`config.mk`:
```
export PLATFORM = sky130hd
export DESIGN_NAME = result_collector
export DESIGN_NICKNAME = d
export VERILOG_FILES = /design/src/rtl/mm_pkg.sv /design/src/rtl/rc_index_counter.sv /design/src/rtl/result_collector.sv
export SDC_FILE = /design/constraint.sdc
export NUM_CORES = 1
export LEC_CHECK = 0
export CAP_MARGIN = 15
export CELL_PAD_IN_SITES_DETAIL_PLACEMENT = 1
export CELL_PAD_IN_SITES_GLOBAL_PLACEMENT = 2
export CORE_ASPECT_RATIO = 0.6
export CORE_MARGIN = 2
export CORE_UTILIZATION = 33
export CTS_BUF_LIST = sky130_fd_sc_hd__clkbuf_8
export DETAILED_ROUTE_END_ITERATION = 12
export PLACE_DENSITY = 0.87
export SLEW_MARGIN = 30
export SYNTH_ARGS = -nofsm -noshare
export SYNTH_HDL_FRONTEND = slang
export SYNTH_SLANG_ARGS = --single-unit
```
`constraint.sdc`:
```
create_clock -name clk -period 6.05 [get_ports clk]
set_input_delay 0.605 -clock clk [delete_from_list [all_inputs] [get_ports clk]]
set_output_delay 0.605 -clock clk [all_outputs]
set_load 0.01 [all_outputs]
```
`src/rtl/mm_pkg.sv`:
```
// Shared definitions for the matmul output-side blocks.
//   - default widths for the matrix index, C-buffer address and result data
//   - state encoding of the result collector FSM
package mm_pkg;

    localparam int N_DEF = 8;
    localparam int M_DEF = 8;
    localparam int W_DEF = 16;

    typedef enum logic [2:0] {
        ST_IDLE    = 3'd0,
        ST_COLLECT = 3'd1,
        ST_RD      = 3'd2,
        ST_RWAIT   = 3'd3,
        ST_OUT     = 3'd4,
        ST_FIN     = 3'd5
    } rc_state_e;

endpackage

```
`src/rtl/rc_index_counter.sv`:
```
// Row/column/linear-address tracker for the C matrix, walked row-major.
// Shared by the collect phase (one step per C write) and the drain phase
// (one step per accepted host beat).
//   clk, rst     : clock, synchronous active-low reset
//   clear        : zero row/col/addr (has priority over advance)
//   advance      : step to the next element
//   dim2         : number of columns of C
//   total        : number of elements of C
//   row, col     : current element indices
//   addr         : current linear address (row*dim2 + col)
//   last         : current element is the final one (addr == total-1)
module rc_index_counter
    import mm_pkg::*;
#(
    parameter int n = N_DEF,
    parameter int m = M_DEF
) (
    input  logic           clk,
    input  logic           rst,
    input  logic           clear,
    input  logic           advance,
    input  logic [n-1:0]   dim2,
    input  logic [2*n-1:0] total,
    output logic [n-1:0]   row,
    output logic [n-1:0]   col,
    output logic [m-1:0]   addr,
    output logic           last
);

    localparam int XW = 2*n + m;

    logic [n-1:0]  row_q, row_d;
    logic [n-1:0]  col_q, col_d;
    logic [m-1:0]  addr_q, addr_d;
    logic [XW-1:0] addr_x, total_x;

    always_ff @(posedge clk) begin
        if (!rst) begin
            row_q  <= '0;
            col_q  <= '0;
            addr_q <= '0;
        end else begin
            row_q  <= row_d;
            col_q  <= col_d;
            addr_q <= addr_d;
        end
    end

    always_comb begin
        row_d  = row_q;
        col_d  = col_q;
        addr_d = addr_q;
        if (clear) begin
            row_d  = '0;
            col_d  = '0;
            addr_d = '0;
        end else if (advance) begin
            addr_d = addr_q + m'(1);
            if (col_q == dim2 - n'(1)) begin
                col_d = '0;
                row_d = row_q + n'(1);
            end else begin
                col_d = col_q + n'(1);
            end
        end
    end

    // Compare in a common width so neither addr nor total is truncated.
    always_comb begin
        addr_x = XW'(addr_q);
        total_x = XW'(total);
        last = (total_x != '0) && (addr_x == total_x - XW'(1));
    end

    assign row  = row_q;
    assign col  = col_q;
    assign addr = addr_q;

    a_index_invariant : assert property (
        @(posedge clk) disable iff (!rst)
        (32'(row_q) * 32'(dim2) + 32'(col_q)) == 32'(addr_q)
    );

endmodule

```
`src/rtl/result_collector.sv`:
```
// Result collector: stores each finished dot product row-major into the
// C buffer, then streams C back to the host over valid/ready and pulses
// done when the whole product has been delivered.
//   clk, rst                 : clock, synchronous active-low reset
//   start, dim0, dim2        : launch a collection of a dim0 x dim2 result
//   res_valid, res_data      : finished C element from the control unit
//   cwr, crd, cadr, cdata    : C-buffer write/read strobes, address, write data
//   crdata                   : C-buffer read data, one cycle after crd
//   out_valid/ready/data     : host stream, with out_row/out_col indices
//   busy, done, err          : status (err is sticky until an accepted start)
//
// state    | meaning
// ---------+------------------------------------------------------------
// IDLE     | waiting for start
// COLLECT  | writing incoming results to C
// RD       | issuing a C-buffer read (waits out a pending write first)
// RWAIT    | read data arriving, captured into the output register
// OUT      | presenting one element to the host
// FIN      | one-cycle done pulse
module result_collector
    import mm_pkg::*;
#(
    parameter int n = N_DEF,
    parameter int m = M_DEF,
    parameter int w = W_DEF
) (
    input  logic         clk,
    input  logic         rst,
    input  logic         start,
    input  logic [n-1:0] dim0,
    input  logic [n-1:0] dim2,
    input  logic         res_valid,
    input  logic [w-1:0] res_data,
    output logic         cwr,
    output logic         crd,
    output logic [m-1:0] cadr,
    output logic [w-1:0] cdata,
    input  logic [w-1:0] crdata,
    output logic         out_valid,
    input  logic         out_ready,
    output logic [w-1:0] out_data,
    output logic [n-1:0] out_row,
    output logic [n-1:0] out_col,
    output logic         busy,
    output logic         done,
    output logic         err
);

    localparam int TW = 2*n;

    rc_state_e     state_q, state_d;
    logic [n-1:0]  dim2_q, dim2_d;
    logic [TW-1:0] total_q, total_d;
    logic          err_q, err_d;
    logic          cwr_q, cwr_d;
    logic [m-1:0]  cadr_q, cadr_d;
    logic [w-1:0]  cdata_q, cdata_d;
    logic          out_valid_q, out_valid_d;
    logic [w-1:0]  out_data_q, out_data_d;
    logic [n-1:0]  out_row_q, out_row_d;
    logic [n-1:0]  out_col_q, out_col_d;

    logic          cnt_clear, cnt_adv;
    logic [n-1:0]  idx_row, idx_col;
    logic [m-1:0]  idx_addr;
    logic          idx_last;
    logic [TW-1:0] prod;
    logic          too_big;

    rc_index_counter #(.n(n), .m(m)) u_idx (
        .clk     (clk),
        .rst     (rst),
        .clear   (cnt_clear),
        .advance (cnt_adv),
        .dim2    (dim2_q),
        .total   (total_q),
        .row     (idx_row),
        .col     (idx_col),
        .addr    (idx_addr),
        .last    (idx_last)
    );

    always_ff @(posedge clk) begin
        if (!rst) begin
            state_q     <= ST_IDLE;
            dim2_q      <= '0;
            total_q     <= '0;
            err_q       <= 1'b0;
            cwr_q       <= 1'b0;
            cadr_q      <= '0;
            cdata_q     <= '0;
            out_valid_q <= 1'b0;
            out_data_q  <= '0;
            out_row_q   <= '0;
            out_col_q   <= '0;
        end else begin
            state_q     <= state_d;
            dim2_q      <= dim2_d;
            total_q     <= total_d;
            err_q       <= err_d;
            cwr_q       <= cwr_d;
            cadr_q      <= cadr_d;
            cdata_q     <= cdata_d;
            out_valid_q <= out_valid_d;
            out_data_q  <= out_data_d;
            out_row_q   <= out_row_d;
            out_col_q   <= out_col_d;
        end
    end

    always_comb begin
        state_d     = state_q;
        dim2_d      = dim2_q;
        total_d     = total_q;
        err_d       = err_q;
        cwr_d       = 1'b0;
        cadr_d      = cadr_q;
        cdata_d     = cdata_q;
        out_valid_d = out_valid_q;
        out_data_d  = out_data_q;
        out_row_d   = out_row_q;
        out_col_d   = out_col_q;
        cnt_clear   = 1'b0;
        cnt_adv     = 1'b0;

        prod    = TW'(dim0) * TW'(dim2);
        too_big = 64'(prod) > (64'd1 << m);

        case (state_q)
            ST_IDLE: begin
                if (start) begin
                    dim2_d    = dim2;
                    total_d   = prod;
                    err_d     = 1'b0;
                    cnt_clear = 1'b1;
                    if (prod == '0) begin
                        state_d = ST_FIN;
                    end else if (too_big) begin
                        err_d   = 1'b1;
                        state_d = ST_FIN;
                    end else begin
                        state_d = ST_COLLECT;
                    end
                end
            end
            ST_COLLECT: begin
                if (res_valid) begin
                    cwr_d   = 1'b1;
                    cadr_d  = idx_addr;
                    cdata_d = res_data;
                    if (idx_last) begin
                        cnt_clear = 1'b1;
                        state_d   = ST_RD;
                    end else begin
                        cnt_adv = 1'b1;
                    end
                end
            end
            ST_RD: begin
                // The final write is still on the bus in the first RD cycle;
                // hold off the read so cwr and crd never overlap.
                if (!cwr_q) begin
                    cadr_d  = idx_addr;
                    state_d = ST_RWAIT;
                end
            end
            ST_RWAIT: begin
                out_data_d  = crdata;
                out_valid_d = 1'b1;
                out_row_d   = idx_row;
                out_col_d   = idx_col;
                state_d     = ST_OUT;
            end
            ST_OUT: begin
                if (out_ready) begin
                    out_valid_d = 1'b0;
                    if (idx_last) begin
                        cnt_clear = 1'b1;
                        state_d   = ST_FIN;
                    end else begin
                        cnt_adv = 1'b1;
                        state_d = ST_RD;
                    end
                end
            end
            ST_FIN: begin
                state_d = ST_IDLE;
            end
            default: begin
                state_d = ST_IDLE;
            end
        endcase

        // Results arriving outside COLLECT are dropped and flagged.
        if (res_valid && (state_q != ST_COLLECT)) begin
            err_d = 1'b1;
        end
    end

    always_comb begin
        busy      = (state_q != ST_IDLE);
        done      = (state_q == ST_FIN);
        crd       = (state_q == ST_RD) && !cwr_q;
        cadr      = crd ? idx_addr : cadr_q;
        cwr       = cwr_q;
        cdata     = cdata_q;
        out_valid = out_valid_q;
        out_data  = out_data_q;
        out_row   = out_row_q;
        out_col   = out_col_q;
        err       = err_q;
    end

endmodule

```
---- After elaboration in Yosys (flattened, before gate mapping) ----
Cells that the tools add are included.
storage, ports and cells
  register bits after elaboration ......... 110
  bits in latches ......................... 0
  bits in writable memories ............... 0
  memory bits (read-only) ................. 0
  bits of input ports ..................... 53
  output and inout port bits .............. 62
  word-level logic and storage cells ...... 87
  memories ................................ 0
operators by class
  $add $sub $neg .......................... 5
  $mul .................................... 1
  div/mod/pow operators ................... 0
  order comparisons ....................... 1
  eq/ne operators ......................... 13
  shift-type cells ........................ 0
  mux-type cells .......................... 31
  bitwise operators ....................... 1
  reduce and logical (&&, ||, !) cells .... 21
operators by type and width
  kind                   count
  $mux 8                 4
  $add 8x1->8 const B    3
  $eq 8x24->1            1
  $mux 3                 8
  $sub 16x1->17 const B  1
  $gt 16x9->1 const B    1
  $logic_not 16->1       1
  $mul 8x8->16           1
  $pmux 8 s2             1
  $reduce_bool 16->1     1
  $pmux 3 s5             1
  $mux 1                 14
  $reduce_and 2->1       6
  $ne 2x2->1 const B     5
  $eq 8x8->1             1
  $reduce_bool 2->1      4
  $sub 8x1->8 const B    1
  $eq 3x2->1 const B     2
  $eq 3x3->1 const B     2
  $reduce_and 5->1       1
  $pmux 1 s2             2
  $eq 3x1->1 const B     1
  $logic_and 1x1->1      3
  $logic_not 3->1        1
  7 further kinds        7

---- Logic depth before layout (Yosys ltp) ----
Gate-level depths: netlist of run 1.
  depth after elaboration ................. 7
  depth in mapped cells ................... 19
  gate-level depth less buffers ........... 18

---- Hierarchy ----
From an unflattened synthesis of run 1, not the netlist that was laid out.
second synthesis, totals
  cells, all modules ...................... 876
  area total of the unflattened synthesis .. 7328.3 sq um
modules (own cells, without submodules)
  module            times used  cells each  area an instance (sq um)  seq. area each (sq um)
  result_collector  1           678         5731.7                    1721.7
  rc_index_counter  1           198         1596.5                    480.5

---- Worst setup path after synthesis of run 1 ----
No wires, ideal clock.
  path kind ............................... input to register
  from .................................... in dim0[2]
  to ...................................... reg err_q (netlist: err)
  setup time .............................. 0.138 ns
  arrival ................................. 4.734 ns
  data required time ...................... 5.912 ns
  setup slack ............................. 1.177 ns
  stages on the path ...................... 16
  path buffers ............................ 0
  path through ............................ and2_1 > fa_1 > fa_1 > fa_1 > inv_1 > fa_1 > inv_1 > ha_1 > a21oi_1 > o21a_1 > a41oi_1 > a21o_1 > a21oi_1 > xnor2_1 > nor4b_1 > a31oi_1
between the ends
  longest elaborated chain between the ends .. 7
  elaborated cells between the ends (all ways) .. 8
  those cells by class .................... 1 x mul; 1 x order compare; 5 x mux; 1 x reduce/logical
ends and longest elaborated chain
  item                  line                     source
  from (decl)           result_collector.sv:30   input logic [n-1:0] dim0,
  $mul 8x8->16 *        result_collector.sv:126  prod = TW'(dim0) * TW'(dim2);
  $gt 16x9->1           result_collector.sv:127  too_big = 64'(prod) > (64'd1 << m);
  $mux 1                result_collector.sv:138  end else if (too_big) begin
  $mux 1 *              result_collector.sv:136  if (prod == '0) begin
  $mux 1 *              result_collector.sv:131  if (start) begin
  $mux 1 *              result_collector.sv:129  case (state_q)
  $mux 1 *              result_collector.sv:195  if (res_valid && (state_q != ST_COLLECT)) begin
  to (signal assigned)  result_collector.sv:100  err_q <= err_d;
  to (decl)             result_collector.sv:54   logic err_q, err_d;
Mark *: on every way between the ends. The rest lies on a longest branch, timed or not. The select of a mux whose other input is x is not followed.
A chain may end at the register's enable or synchronous reset.

---- Final worst setup path of run 1 ----
  from .................................... in dim2[6]
  to ...................................... reg err_q (netlist: err)
between the ends
  longest elaborated chain between the ends .. 7
  elaborated cells between the ends (all ways) .. 8
  those cells by class .................... 1 x mul; 1 x order compare; 5 x mux; 1 x reduce/logical
ends and longest elaborated chain
  item            line                     source
  from (decl)     result_collector.sv:31   input logic [n-1:0] dim2,
  $mul 8x8->16 *  result_collector.sv:126
  $gt 16x9->1     result_collector.sv:127
  $mux 1          result_collector.sv:138
  $mux 1 *        result_collector.sv:136
  $mux 1 *        result_collector.sv:131
  $mux 1 *        result_collector.sv:129
  $mux 1 *        result_collector.sv:195
Marks and branches as above.

==> flow_metrics.tcl, run 1 <==
set metrics [dict create \
    outcome "finished clean" \
    ir_drop_uv 186 \
    design.die.area_um2 23600 \
    grt_usage_pct 18.0 \
    critical_path_depth 17 \
    dp.final_hpwl_um 15300 \
    max-slew-margin-rel_pct 37.7 \
    fin_worst_skew_ns 0.0128 \
    synth.ff_latch_count 110 \
    maxClockFrequency_ghz 0.186 \
    root_buffer_master "sky130_fd_sc_hd__clkbuf_8" \
    largest_stage_delay_on_the_critical_path_ns 0.66 \
    reg_to_reg_startpoint "total_q[0]$_SDFFE_PN0P_" \
    unrepaired_setup_endpoints_after_global_routing "false" \
    timing.hold.worst.start "out_data[9]$_SDFFE_PN0P_" \
    synth_top_family_by_area "simple AND/OR/NAND/NOR gates" \
    timing.hold.ws_ns 0.471 \
    synth_area_per_inst_um2 8.28 \
    worst-setup-path-type "in -> reg" \
    setup.worst_path.start_class "primary input" \
    hold_vio_cnt_final 0 \
    grt_pass1_wl_um 34300 \
    compound_cell_area_share_of_the_yosys_netlist_pct 14.4 \
    reg2reg_slack_ns 2.29 \
    path_buf_inv 3 \
    route.detailed.wl_per_inst_um 15.9 \
    cts-buffers-inserted 9 \
    chipHeight_um 120 \
    routed_wirelength_um 20300 \
    nNetsFinal 1115 \
    cts.clk_slew.worst_paths_ns 0.11 \
    max_cap_viol_count 0 \
    grt_max_degree 89 \
    path_delay_family "adder cells" \
    vias_per_cell 4.96 \
    grt_pass1_vias 6560 \
    synth-async-reset-ratio_pct 0 \
    rows 42 \
    global_route.overflow_total 0 \
    post_synthesis_net_count 1019 \
    synth-seq-area-share_pct 29.9 \
    dieWidth_um 197 \
    area_delta_synth_final_pct 22.2 \
    synth_cells 889 \
    dr_total_vias 6327 \
    remaining_drc_errors 0 \
    postSynth.topFlopCell "sky130_fd_sc_hd__dfxtp_1" \
    yosys-top-cells-area "sky130_fd_sc_hd__dfxtp_1 (30%), sky130_fd_sc_hd__fa_1 (9.8%), sky130_fd_sc_hd__nand2_1 (8.9%)" \
    total_negative_setup_slack_ns 0 \
    max_slew.worst_pin.slew_ns 0.932 \
    post_cts.resized_instances 0 \
    proportion_of_layout_cells_with_a_drive_suffix_above_1_pct 4.55 \
    synth-warning-count 0 \
    crit_path_time_final_ns 5.37 \
    placement.setup.worst_slack_ns 0.250 \
    post_synth_and_or_nand_nor_area_fraction_pct 25.6 \
    post-route-cell-area_um2 8990 \
    whs_path_cells 2 \
    total_leakage_power_nw 3.49 \
    timing.critical_path.mode_cell "sky130_fd_sc_hd__fa_1" \
    cts_setup_buffers 0 \
    start_util_pct 33.5 \
    period_share_pct 88.8 \
    netlist-cell-type-count 58 \
    cp.arrival_ns 5.64 \
    cts_htree_levels 3 \
    muxShareOfSynthArea_pct 2.99 \
    floorplan.core_area_um2 22000 \
    cpMaxStageDelayCell "sky130_fd_sc_hd__clkdlybuf4s50_1" \
    yosys.area.top_type "sky130_fd_sc_hd__dfxtp_1" \
    layout_setup_ws_ns 0.680 \
    clockBufferDepth 2 \
    worstPathRequired_ns 6.32 \
    hold_ep "out_data[9]$_SDFFE_PN0P_" \
    buffer_ports.inserted 114 \
    r2r-end "u_idx.col[7]$_SDFFE_PP0P_" \
    antenna_found_initial 0 \
    cts_hold_buf 0 \
    cp_cell_sequence "clkdlybuf4s50_1 > and2_1 > fa_1 > fa_1 > fa_1 > inv_1 > fa_1 > inv_1 > ha_1 > a21oi_1 > o21a_1 > a41oi_1 > a21o_1 > a21oi_1 > xnor2_1 > nor4b_1 > a31oi_1" \
    clock_tree_sinks 110 \
    clkLatencyLatePin_ns 0.39 \
    post-place-cells 1260 \
    drt_pre_antenna_iters 4 \
    floorplan.io_pins 115 \
    worstRegToRegCells 10 \
    layout.cells.non_filler 1276 \
    synthAdderAreaFrac_pct 16.8 \
    antenna_cells 0 \
    place_congestion 0.829 \
    holdCritPathClass "reg -> reg" \
    post_dp_cell_area_um2 8780 \
    tritoncts "yes" \
    timing.final.max_slew_violations 0 \
    drt_first_iter_violations 277 \
    timing.final.setup_violations 0 \
    synth_edf_count 0 \
    synth-xor-area-share_pct 5.10 \
    area_share_of_the_largest_cell_type_after_synthesis_pct 29.9 \
    netlist_area_um2 7360 \
    powerDensity_nw_per_um2 313 \
    detail-route-antenna-nets 0 \
    worstPathMaxFanout 9 \
    critical_path_sink_type "flop" \
]
[Yosys cell counts (all sizes together), types with 3 or more instances]
master	instances
a21boi	67
a21o	3
a21oi	32
a31oi	5
and2	64
and3	6
and4	3
buf	4
clkbuf	34
dfxtp	110
fa	36
ha	41
inv	63
mux2	8
mux2i	13
nand2	175
nand2b	6
nand3	16
nand3b	3
nand4	10
nor2	40
nor2b	13
nor3	10
nor3b	3
nor4	8
o211a	3
o21ai	21
o31ai	4
or2	3
or3	9
or4	5
xnor2	26
xor2	16
[worst min-delay path: cells and delay by family (launching register included)]
family / cells / cell delay (ns)
flip-flops: 1 / 0.32
AO/OA/AOI/OAI: 1 / 0.06
AND/OR/NAND/NOR: 1 / 0.05
[final cells by class]
class	instances	area (µm²)
fill	2612	13000
clock inverter	5	63.8
tap	286	358
multi-input combinational	678	4780
timing repair buffer	123	1200
clock buffer	11	151
inverter	63	236
sequential	110	2200
[layer usage]
metal / up-vias / GRT usage, % / routed length (µm)
met4: 0 / 2.82 / 149
met5: - / 0 / 0
li1: 3154 / - / -
met3: 15 / 4.05 / 801
met1: 3063 / 26.8 / 10900
met2: 95 / 27.0 / 8420
[where the power goes]
| group | internal (W) | switching [W] | total (W) |
|---|---|---|---|
| combinational | 0.000594 | 0.000800 | 0.00139 |
| clock | 0.000220 | 0.000275 | 0.000495 |
| sequential | 0.000806 | 0.000117 | 0.000923 |
| total | 0.00162 | 0.00119 | 0.00281 |
[cell families after synthesis]
family,Yosys count
and+or+nand+nor,381
AOI/OAI and AO/OA,157
DFF,110
buffers and inverters,101
adders and majority gates,77
xor gates and xnor gates,42
muxes,21
[how the worst max path moves through the flow]
stage / slack [ns] / from / to
detailed placement: 0.25 / dim0[2] / err$_SDFFE_PN0P_
floorplan: 1.18 / dim0[2] / err$_SDFFE_PN0P_
global route: 0.29 / dim2[7] / state_q[2]$_SDFFE_PN0P_
global placement: 0.39 / dim2[7] / err$_SDFFE_PN0P_
CTS: 0.69 / dim0[2] / err$_SDFFE_PN0P_
finish: 0.68 / dim2[6] / err$_SDFFE_PN0P_
[metrics by stage]
step | util [%] | total power [W]
floorplan | - | 0.00191
global placement | 40.0 | 0.00231
detailed placement | 40.0 | 0.00233
CTS | 40.9 | 0.00284
global route | 40.9 | 0.00307
finish | 40.9 | 0.00281
[placed cells by master, fill, tap and decap left out, drive strengths merged, types with 26 or more instances in the layout]
master	instances
nand2	175
clkdlybuf4s50	113
inv	66
dfxtp	110
ha	41
fa	36
nor2	40
a21boi	67
xnor2	26
and2	64
a21oi	32
[registers in the layout, summed over array words and instances, names as in the netlist, 8 cells and up]
name	cells
u_idx.col	8
total_q	16
u_idx.row	8
dim2_q	8
cdata	16
cadr_q	8
out_data	16
out_col	8
out_row	8
u_idx.addr	8
No activity file was read; power rests on OpenSTA's default activity.
==> run 2: changes to the inputs <==
--- a/config.mk
+++ b/config.mk
@@ -11,7 +11,7 @@
 export CORE_ASPECT_RATIO = 0.6
 export CORE_MARGIN = 2
 export CORE_UTILIZATION = 33
-export CTS_BUF_LIST = sky130_fd_sc_hd__clkbuf_8
+export CTS_BUF_LIST = sky130_fd_sc_hd__clkbuf_4 sky130_fd_sc_hd__clkbuf_8
 export DETAILED_ROUTE_END_ITERATION = 12
 export PLACE_DENSITY = 0.87
 export SLEW_MARGIN = 30
==> results of run 2 <==
No change in the layout: final DEF, timing and power equal those of run 1.
==> RTL change 1 (flow settings as in run 2) <==
Change the package constant `W_DEF` from 16 to 12.
--- a/src/rtl/mm_pkg.sv
+++ b/src/rtl/mm_pkg.sv
@@ -7,3 +7,3 @@
     localparam int M_DEF = 8;
-    localparam int W_DEF = 16;
+    localparam int W_DEF = 12;
 
Interface: changed (resized cdata, crdata, out_data and res_data); port bits go from 115 to 99. The function was not compared with the original's and may differ.
==> RTL change 1 against run 2 <==
Cell count is 1.5% lower; total power is 1.4% higher; global-route usage is 0.35 points higher; sequential cell count is 8 lower; register-to-register slack better by 0.12 ns; wire length is 0.93% higher; cell area is 2.4% lower; worst setup slack worse by 0.13 ns; synthesized area is 0.59% lower; largest cell class unchanged; largest power group unchanged.
==> RTL change 1: results (changes against run 2) <==
Route
  – DR vias: 6357 (was 6327)
  – Post-Route WL: 20400 µm (was 20300 µm)
  – Pre-Repair DR Iteration Count: 5 (was 4)
  – Initial drt markers: 338 (was 277)

STA
  – Smallest hold slack: 0.468 ns (was 0.471 ns)
  – Worst-margin pin slew: 0.925 ns (was 0.932 ns)
  – Tmin final: 5.50 ns (was 5.37 ns)

Synth
  – Xor and xnor area share after synthesis: 5.27% (was 5.10%)
  – Distinct cells, synth: 74 (was 58)
  – Synth Area in Adders: 16.9% (was 16.8%)
  – Mapped Cells: 884 (was 889)
  – Post-synthesis async set-or-reset flop share: 0% (unchanged)
  – Register area share after synthesis: 27.9% (was 29.9%)
  – Post-synthesis mux area share: 2.46% (was 2.99%)
  – Top post-synthesis cells by count: nand2_1 (150), dfxtp_1 (102), inv_1 (66) (was nand2_1 (175), dfxtp_1 (110), a21boi_0 (67))
  – Compound-Gate Fraction of Synth Area: 15.5% (was 14.4%)
  – Synthesized Nets: 1006 (was 1019)
  – Largest cells by area after synthesis: dfxtp_1 (28%), fa_1 (9.8%), nand2_1 (7.7%), ha_1 (7.0%), a21boi_0 (5.9%) (was dfxtp_1 (30%), fa_1 (9.8%), nand2_1 (8.9%), ha_1 (7.0%), a21boi_0 (6.8%))

Pwr
  – Clock power frac: 16.1% (was 17.6%)
  – Max VDD drop: 0.127 mV (was 0.186 mV)
  – P_int: 1.58 mW (was 1.62 mW)
  – Clock group: 0.458 mW (was 0.495 mW)
  – Pleak: 3.43 nW (was 3.49 nW)
  – Register share of total power: 30.2% (was 32.8%)

Placement
  – HPWL Detailed: 15700 µm (was 15300 µm)
  – DP Area: 0.00858 mm² (was 0.00878 mm²)
  – # placed instances: 1241 (was 1260)
  – Routability Congestion: 0.835 (was 0.829)
  – Port Buffers: 98 (was 114)
  – Dpl ws: 0.125 ns (was 0.250 ns)

Min path
  – Hold Startpoint: cdata[6] (was out_data[9])

Worst setup path
  – Critical path startpoint: dim2[4] (was dim2[6])
  – Critical path data arrival time: 5.83 ns (was 5.64 ns)

Global route
  – GR Layer Usage met2: 26.8% (was 27.0%)
  – Vias in the first global route: 6548 (was 6560)
  – Met1 Use GR: 27.5% (was 26.8%)
  – Largest net degree at the start of global routing: 80 (was 89)
  – Met3 usage: 4.87% (was 4.05%)
  – First-pass GRT wire length: 34700 µm (was 34300 µm)

Layout
  – Share of cells above drive strength 1: 5.97% (was 4.55%)

Outcome
  – Status: finished clean (unchanged)
## RTL change 1: logic make-up after synthesis
logic type,Yosys count
adders and majority gates,77
muxes,17
AOI/OAI and AO/OA,158
buffers and inverters,105
and+or+nand+nor,381
xor gates and xnor gates,44
DFF,102
## RTL change 1: cell type report
class	instances	area [µm²]
tap	286	358
fill	2588	13100
clock inverter	6	68.8
sequential	102	2040
multi-input combinational	677	4870
inverter	66	248
timing repair buffer	110	1070
clock buffer	10	131
## RTL change 1: critical path: cells and delay by family
kind / cells / cell delay [ns]
simple gates: 4 / 0.58
buf+inv: 5 / 1.04
compound gates: 5 / 1.18
fa+ha+maj: 5 / 2.43
## RTL change 1: worst paths after layout
path,endpoint
setup / recovery,err
hold / removal,cdata[6]
setup reg to reg,u_idx.col[4]
hold reg to reg,cdata[6]
## RTL change 1: routing by layer
metal	routed length [µm]	vias up
met4	106	0
met2	8210	98
li1	-	3143
met5	0	-
met3	1050	11
met1	11100	3105
==> RTL change 2 (settings of run 2) <==
Made on the original files. Put a register stage on the output `err`, cleared by the reset. The value now appears one clock later. The other outputs are not delayed to match.
--- a/src/rtl/result_collector.sv
+++ b/src/rtl/result_collector.sv
@@ -50,2 +50,4 @@
 
+    logic err_c;
+
     rc_state_e     state_q, state_d;
@@ -210,3 +212,11 @@
         out_col   = out_col_q;
-        err       = err_q;
+        err_c     = err_q;
+    end
+
+    always_ff @(posedge clk) begin
+        if (!rst) begin
+            err <= '0;
+        end else begin
+            err <= err_c;
+        end
     end
Check against the original RTL: not equivalent (a bounded check fails within 4 cycles, from zero or initial values and one cycle with rst low).
==> RTL change 2 against run 2 <==
Sequential cell count is 1 higher; synthesized cell count rose by 3.5%; total power is 3.7% higher; count of clock-buffer cells in the layout fell by 1; highest routed layer unchanged; wire length up 4.6%; cell area increased by 0.99%; synthesized area grew 1.6%; critical path depth unchanged; global-route usage increased by 0.60 points; worst setup slack improved by 0.010 ns; first-iteration DRC count rose by 40%.
==> RTL change 2: results (changes against run 2) <==
Synth
  – Xor and xnor area share after synthesis: 2.81% (was 5.10%)
  – Mapped Cells: 920 (was 889)
  – Synthesized Nets: 1050 (was 1019)
  – Compound-Gate Fraction of Synth Area: 17.0% (was 14.4%)
  – Post-synthesis mux area share: 2.68% (was 2.99%)
  – Register area share after synthesis: 29.7% (was 29.9%)
  – Distinct cells, synth: 69 (was 58)
  – Top post-synthesis cells by count: nand2_1 (158), dfxtp_1 (111), a21oi_1 (107) (was nand2_1 (175), dfxtp_1 (110), a21boi_0 (67))

Placement
  – Dpl ws: 0.249 ns (was 0.250 ns)
  – Routability Congestion: 0.793 (was 0.829)
  – # placed instances: 1307 (was 1260)
  – DP Area: 0.00887 mm² (was 0.00878 mm²)
  – HPWL Detailed: 16300 µm (was 15300 µm)

Layout
  – Core Util, Final: 41.1% (was 40.9%)
  – Seq/total area: 24.5% (about the same)
  – Multi-input gate area: 0.00483 mm² (was 0.00478 mm²)
  – Multi-input comb cells: 701 (was 678)
  – Share of cells above drive strength 1: 4.93% (was 4.55%)
  – Clkbuf count: 10 (was 11)
  – Non-clock buffer area fraction after layout: 13.1% (was 13.4%)
  – Inverters: 66 (was 63)
  – Fill cells: 2663 (was 2612)
  – ClkCell Share: 2.27% (was 2.39%)

Worst setup path
  – Critical path data arrival time: 5.63 ns (was 5.64 ns)
  – CP peak stage delay: 0.64 ns (was 0.66 ns)

STA
  – Worst-margin pin slew: 0.928 ns (was 0.932 ns)
  – Clk_skew: 0.0126 ns (was 0.0128 ns)

Global route
  – Vias in the first global route: 6915 (was 6560)
  – Total track usage: 18.6% (was 18.0%)
  – Largest net degree at the start of global routing: 84 (was 89)
  – GR Layer Usage met2: 27.7% (was 27.0%)
  – Met1 Use GR: 27.4% (was 26.8%)
  – Met3 usage: 5.05% (was 4.05%)
  – First-pass GRT wire length: 35800 µm (was 34300 µm)

Pwr
  – Pleak: 3.41 nW (was 3.49 nW)

Clock network
  – Clk sinks: 111 (was 110)

Route
  – DR vias: 6711 (was 6327)
  – Vias per cell: 5.07 (was 4.96)

Outcome
  – Status: finished clean (unchanged)

Floorplan
  – Die footprint: 0.0239 mm² (was 0.0236 mm²)
[RTL change 2: changes by cell type in the layout (fill, tap and decap cells not counted), sizes merged, moves of 9 or more]
cell,run 2,this run
a21oi,32,107
a21boi,67,1
nand2,175,158
xnor2,26,12
nor3,10,23
o31ai,4,15
or4,5,14
[RTL change 2: report_power, final]
group / internal, mW / total [mW] / switching [mW]
clock: 0.205 / 0.478 / 0.273
combinational: 0.630 / 1.51 / 0.882
sequential: 0.811 / 0.926 / 0.116
total: 1.65 / 2.92 / 1.27
[RTL change 2: per-layer routing]
layer / up-vias / routed length, µm
li1: 3324 / -
met1: 3266 / 11000
met2: 113 / 8830
met3: 8 / 1230
met4: 0 / 78
met5: - / 0
[RTL change 2: path summary, 6_finish.rpt]
check | from | to | slack (ns) | cells after the start
min | cdata[10] | cdata[10] | 0.46 | 2
min reg2reg | cdata[10] | cdata[10] | 0.46 | 2
max | dim2[7] | state_q[2] | 0.69 | 17
max reg2reg | total_q[0] | u_idx.col[4] | 2.86 | 10
